===== src/rtl/serial_add_ctrl.sv =====
// Bit-serial adder: one shared full-adder stage processes the operands LSB-first,
// one bit per RUN cycle, then reports {cout,s} and signed overflow with a one-cycle done pulse.
module serial_add_ctrl #(
  parameter int WIDTH = 8
) (
  input  logic             clk,
  input  logic             rst,
  input  logic             start,
  input  logic [WIDTH-1:0] a,
  input  logic [WIDTH-1:0] b,
  input  logic             cin,
  output logic             ready,
  output logic             busy,
  output logic             done,
  output logic [WIDTH-1:0] s,
  output logic             cout,
  output logic             ovf,
  output logic [1:0]       dbg_state
);

  // Handshake: start is accepted only on an edge where ready=1; operands and
  // cin are sampled on that same edge. Results are valid while done=1 and stay
  // held until the next accepted start.

  localparam int CW = (WIDTH > 1) ? $clog2(WIDTH) : 1;
  localparam logic [CW-1:0] LAST = CW'(WIDTH - 1);

  typedef enum logic [1:0] {
    IDLE = 2'd0,
    RUN  = 2'd1,
    DONE = 2'd2
  } state_t;

  state_t state, state_nx;

  logic [WIDTH-1:0] a_sh, b_sh, s_r, s_shift;
  logic [CW-1:0]    cnt;
  logic             carry, cout_r, ovf_r;
  logic             sum_bit, carry_nx;

  always_ff @(posedge clk) begin
    if (rst) state <= IDLE;
    else     state <= state_nx;
  end

  always_comb begin
    state_nx = state;
    case (state)
      IDLE:    if (start) state_nx = RUN;
      RUN:     if (cnt == LAST) state_nx = DONE;
      DONE:    state_nx = IDLE;
      default: state_nx = IDLE;
    endcase
  end

  // Shared full-adder stage; the new sum bit enters s from the MSB side.
  always_comb begin
    sum_bit  = a_sh[0] ^ b_sh[0] ^ carry;
    carry_nx = (a_sh[0] & b_sh[0]) | (a_sh[0] & carry) | (b_sh[0] & carry);
    s_shift  = s_r >> 1;
    s_shift[WIDTH-1] = sum_bit;
  end

  always_ff @(posedge clk) begin
    if (rst) begin
      a_sh   <= '0;
      b_sh   <= '0;
      s_r    <= '0;
      cnt    <= '0;
      carry  <= 1'b0;
      cout_r <= 1'b0;
      ovf_r  <= 1'b0;
    end else begin
      case (state)
        IDLE: begin
          if (start) begin
            a_sh  <= a;
            b_sh  <= b;
            carry <= cin;
            cnt   <= '0;
          end
        end
        RUN: begin
          a_sh  <= a_sh >> 1;
          b_sh  <= b_sh >> 1;
          carry <= carry_nx;
          s_r   <= s_shift;
          // On the MSB cycle, carry holds carry-into-MSB; the counter stops here.
          if (cnt == LAST) begin
            cout_r <= carry_nx;
            ovf_r  <= carry ^ carry_nx;
          end else begin
            cnt <= cnt + CW'(1);
          end
        end
        default: ;
      endcase
    end
  end

  assign ready     = (state == IDLE);
  assign busy      = (state == RUN);
  assign done      = (state == DONE);
  assign s         = s_r;
  assign cout      = cout_r;
  assign ovf       = ovf_r;
  assign dbg_state = state;

endmodule


===== config.mk =====
export PLATFORM = sky130hd
export DESIGN_NAME = serial_add_ctrl
export DESIGN_NICKNAME = d
export VERILOG_FILES = /design/src/rtl/serial_add_ctrl.sv
export SDC_FILE = /design/constraint.sdc
export NUM_CORES = 1
export LEC_CHECK = 0
export ABC_AREA = 0
export BUFFER_PORTS_ARGS = -buffer_cell sky130_fd_sc_hd__buf_2
export CAP_MARGIN = 20
export CELL_PAD_IN_SITES_DETAIL_PLACEMENT = 1
export CELL_PAD_IN_SITES_GLOBAL_PLACEMENT = 1
export CORE_MARGIN = 10
export CORE_UTILIZATION = 25
export CTS_BUF_LIST = sky130_fd_sc_hd__clkbuf_8
export DETAILED_ROUTE_END_ITERATION = 12
export HOLD_SLACK_MARGIN = 0.02
export PLACE_DENSITY = 0.61
export SLEW_MARGIN = 5
export SYNTH_ARGS = -nofsm -noshare
export SYNTH_HDL_FRONTEND = slang
export SYNTH_SLANG_ARGS = --single-unit

===== constraint.sdc =====
create_clock -name clk -period 2 [get_ports clk]
set_input_delay 0.6 -clock clk [delete_from_list [all_inputs] [get_ports clk]]
set_output_delay 0.6 -clock clk [all_outputs]
set_load 0.005 [all_outputs]

# == After elaboration in Yosys (flattened, before gate mapping) ==
# Index checks and enable logic that the tools add are counted.
# Widths: inputs -> output; s select.
# totals
wordCells,41
register_bits,32
inputBits,20
output_inout_bits,15
# op_classes
n_reduce_logical,6
n_addsub,1
muxes,12
bitwise,8
n_eq_ne,6
# ops
op,n
$pmux 8 s2,2
$mux 8,2
$mux 3,2
$pmux 3 s2,1
$reduce_and 2->1,3
$mux 2,2
$ne 2x2->1 const B,2
$pmux 2 s2,1
$add 3x1->3 const B,1
$and 1x1->1,3
$eq 3x3->1 const B,1
$reduce_and 3->1,1
$xor 1x1->1,3
$eq 2x1->1 const B,1
$eq 2x2->1 const B,1
$logic_not 2->1,1
$ne 2x1->1 const B,1
$or 1x1->1,2
$pmux 1 s2,1
$reduce_bool 2->1,1
$mux 1,1

# == Longest topological paths before layout ==
# logic_depth
ltp_word,4
mapped_depth,5
mapped_depth_nobuf,5

# == Least setup slack after synthesis ==
# No wires, ideal clock.
# synth_path
path_kind,register to output
start,reg state[1] (netlist: dbg_state[1])
end,out done
required_ns,1.400
path_stages_with_launch,4
n_path_buf,1
path_slack_ns,0.572
t_arrival_ns,0.828
cell_sequence,dfxtp_1 -> inv_1 -> buf_2 -> nor2_1
# synth_via
elab_chain_len,1
# synth_lines
element,line_no,source
start: declaration,34,"state_t state, state_nx;"
start signal: assignment,43,else state <= state_nx;
$eq 2x2->1,103,assign done = (state == DONE);
end: declaration,14,"output logic done,"
# Every way passes these cells.

# == Final worst setup path ==
# layout_path
start,reg state[1] (netlist: dbg_state[1])
end,out ready
# layout_via
elab_chain_len,1
# layout_lines
element,line_no,source
$logic_not 2->1,101,assign ready = (state == IDLE);
end: declaration,12,"output logic ready,"
# Every way passes these cells.

==> out/metrics.cfg <==
[cells_and_area]
regArea_um2 = 641
layout_common_cells = buf_2 (34), dfxtp_1 (32), nor2_1 (22)
fill_cells = 707
layout_commonest_cell = buf_2
postLayoutCellArea_um2 = 1830
multi_input_area_um2 = 738
final_util_pct = 32.7
area_growth_syn_to_layout_pct = 24.9
antennaDiodeCount = 0
layout-drive-gt1-share_pct = 31.1
nets = 231

[clocking]
post-cts-setup-buffers = 0
cts_sinks = 32
path_clk_slew_ns = 0.08
clk_root_buffer_cell = clkbuf_8
tritoncts = done
htree_num_levels = 2
cts_made_buffers = 5
clock_path_buffers = 2
cts-resized-gates = 0
insertion_delay_ns = 0.29
cts-hold-fix-buffers = 0

[job]
maxCapViolCount = 0

[floorplanning]
core_um2 = 5610
die_x_um = 96.6
ios = 35
die_y_um = 96.6
die-area_um2 = 9340
row_count = 27
start_util_pct = 26.2

[critical_path]
crit_type = reg -> out
cp.required_ns = 1.40
critPathCaptureType = output port
arrival_ns = 1.26
startpoint_type = register
crit_path_max_fanout = 11

[placed_design]
numPortBuffers = 34
post_dp_cell_area_um2 = 1720
place.gp.congestion = 0.754
hpwl_um = 3060

[timing]
finalSetupViolations = 0
finalCritPeriodShare_pct = 93.2
finalCriticalPeriod_ns = 1.86
worst_pin_slew_ns = 0.517
fmax_mhz = 536
finalSetupTns_ns = 0
skew_ns = 0.0104
slew_headroom_pct = 65.5
rsz0062_at_grt = no
final_max_slew_viol_count = 0
hold_viol_final = 0

[global_routing]
antenna_found_initial = 0
grt_max_degree = 22
grt_pass1_wl_um = 7290
grt.overflow.total = 0
grt_use_total_pct = 9.20
grt_pass1_vias = 1474

[logic_synthesis]
yosys.cell_types.count = 31
syn_avg_cell_area_um2 = 8.63
synthDominantCellAreaShare_pct = 43.6
synth_edf_count = 0
ys_seq_area_share_pct = 43.6
syn-cell-area_um2 = 1470
async_reset_ff_share_pct = 0
synth_cells = 170
synth.area.top_cells = dfxtp_1 (44%), a21oi_1 (7.2%), nor2_1 (5.6%), nand2_1 (5.4%), o21ai_0 (3.1%)
yosysWarnings = 0
yosys.area.top_type = dfxtp_1
ys_ff_latch = 32
synth_flop_cell = dfxtp_1
synth_nets = 193

[routing]
dr.first_iter.drc_count = 45
wl_um = 4240
drcViolationCount = 0
avgViaCountPerCell = 4.86
vias = 1365
drtPass1Iterations = 4
wl_per_cell_um = 15.1
ant_nets = 0

[power_and_ir_drop]
ir_worst_vdd_v = 0.000310
powerDensity_nw_per_um2 = 841
leakagePower_nw = 0.751

[status]
status = finished, final reports clean

[worst_hold_path]
worstHoldPathType = reg -> reg

==> state kept, by name, indices dropped and copies added, names as in the netlist <==
signal / count
a_sh: 8
b_sh: 8
carry: 1
cnt: 3
cout: 1
dbg_state: 2
ovf: 1
s: 8
==> worst max-delay path: stages, from the launching register on <==
cell and delay (ns):
dfxtp_1 0.53, buf_4 0.25, nor2_1 0.05, buf_2 0.14
==> kinds of logic (layout without fill, tap and decap cells) <==
family          Yosys count  count (layout)  share of synthesized area (%)
compound gates           59              59                           27.8
xor+xnor                  1               1                          0.597
fa+ha+maj                 3               3                           3.07
buf+inv                  17              56                           6.05
flops                    32              32                           43.6
simple gates             58              58                           18.8
==> power breakdown <==
| group | leakage (nW) | total, mW | internal [mW] | switching (mW) |
|---|---|---|---|---|
| combinational | 0.434 | 0.198 | 0.0927 | 0.105 |
| sequential | 0.263 | 0.713 | 0.677 | 0.0359 |
| clock | 0.0541 | 0.631 | 0.369 | 0.262 |
| total | 0.751 | 1.54 | 1.14 | 0.403 |
==> worst paths after layout <==
path / from / end / slack (ns) / depth (start not counted)
setup / recovery: dbg_state[1] / ready / 0.14 / 3
hold reg to reg: s[0] / s[0] / 0.46 / 2
hold / removal: s[0] / s[0] / 0.46 / 2
setup reg to reg: dbg_state[1] / a_sh[2] / 0.49 / 4
==> synthesized netlist by cell type, types with 3 or more instances <==
cell type and number:
nor2_1 22, nand2b_1 3, a2111oi_2 3, o22ai_1 6
dfxtp_1 32, nand3_1 3, o221ai_1 4, a21oi_1 21
o221a_2 4, or3b_2 4, nand2_1 21, buf_4 3
o21a_1 4, buf_2 5, inv_1 5, o21ai_0 9
a211oi_1 4
==> per-stage QoR <==
stage | setup WS, ns | power (mW) | hold WS, ns | cells
final | 0.136 | 1.54 | 0.456 | 281
after global routing | 0.0608 | 1.62 | 0.474 | 281
after CTS | 0.106 | 1.56 | 0.457 | 281
after detailed placement | 0.332 | 0.929 | 0.446 | 273
after global placement | 0.390 | 0.924 | 0.444 | 273
after floorplan | 0.572 | 0.856 | 0.440 | 170
==> metal layers <==
metal	track usage (%)	wire length, um	up-vias
met2	14.2	1910	29
met1	11.6	2090	651
met5	0	0	-
met4	3.83	59	0
li1	-	-	679
met3	2.77	184	6
==> area by class of cell <==
class | count | share of cell area (%)
inverter | 6 | 1.23
clock buffer | 5 | 3.75
clock inverter | 3 | 2.32
sequential | 32 | 34.9
tap | 72 | 4.91
timing repair buffer | 42 | 12.6
multi-input combinational | 121 | 40.3
Note: power is estimated with default switching activity, not from simulation.
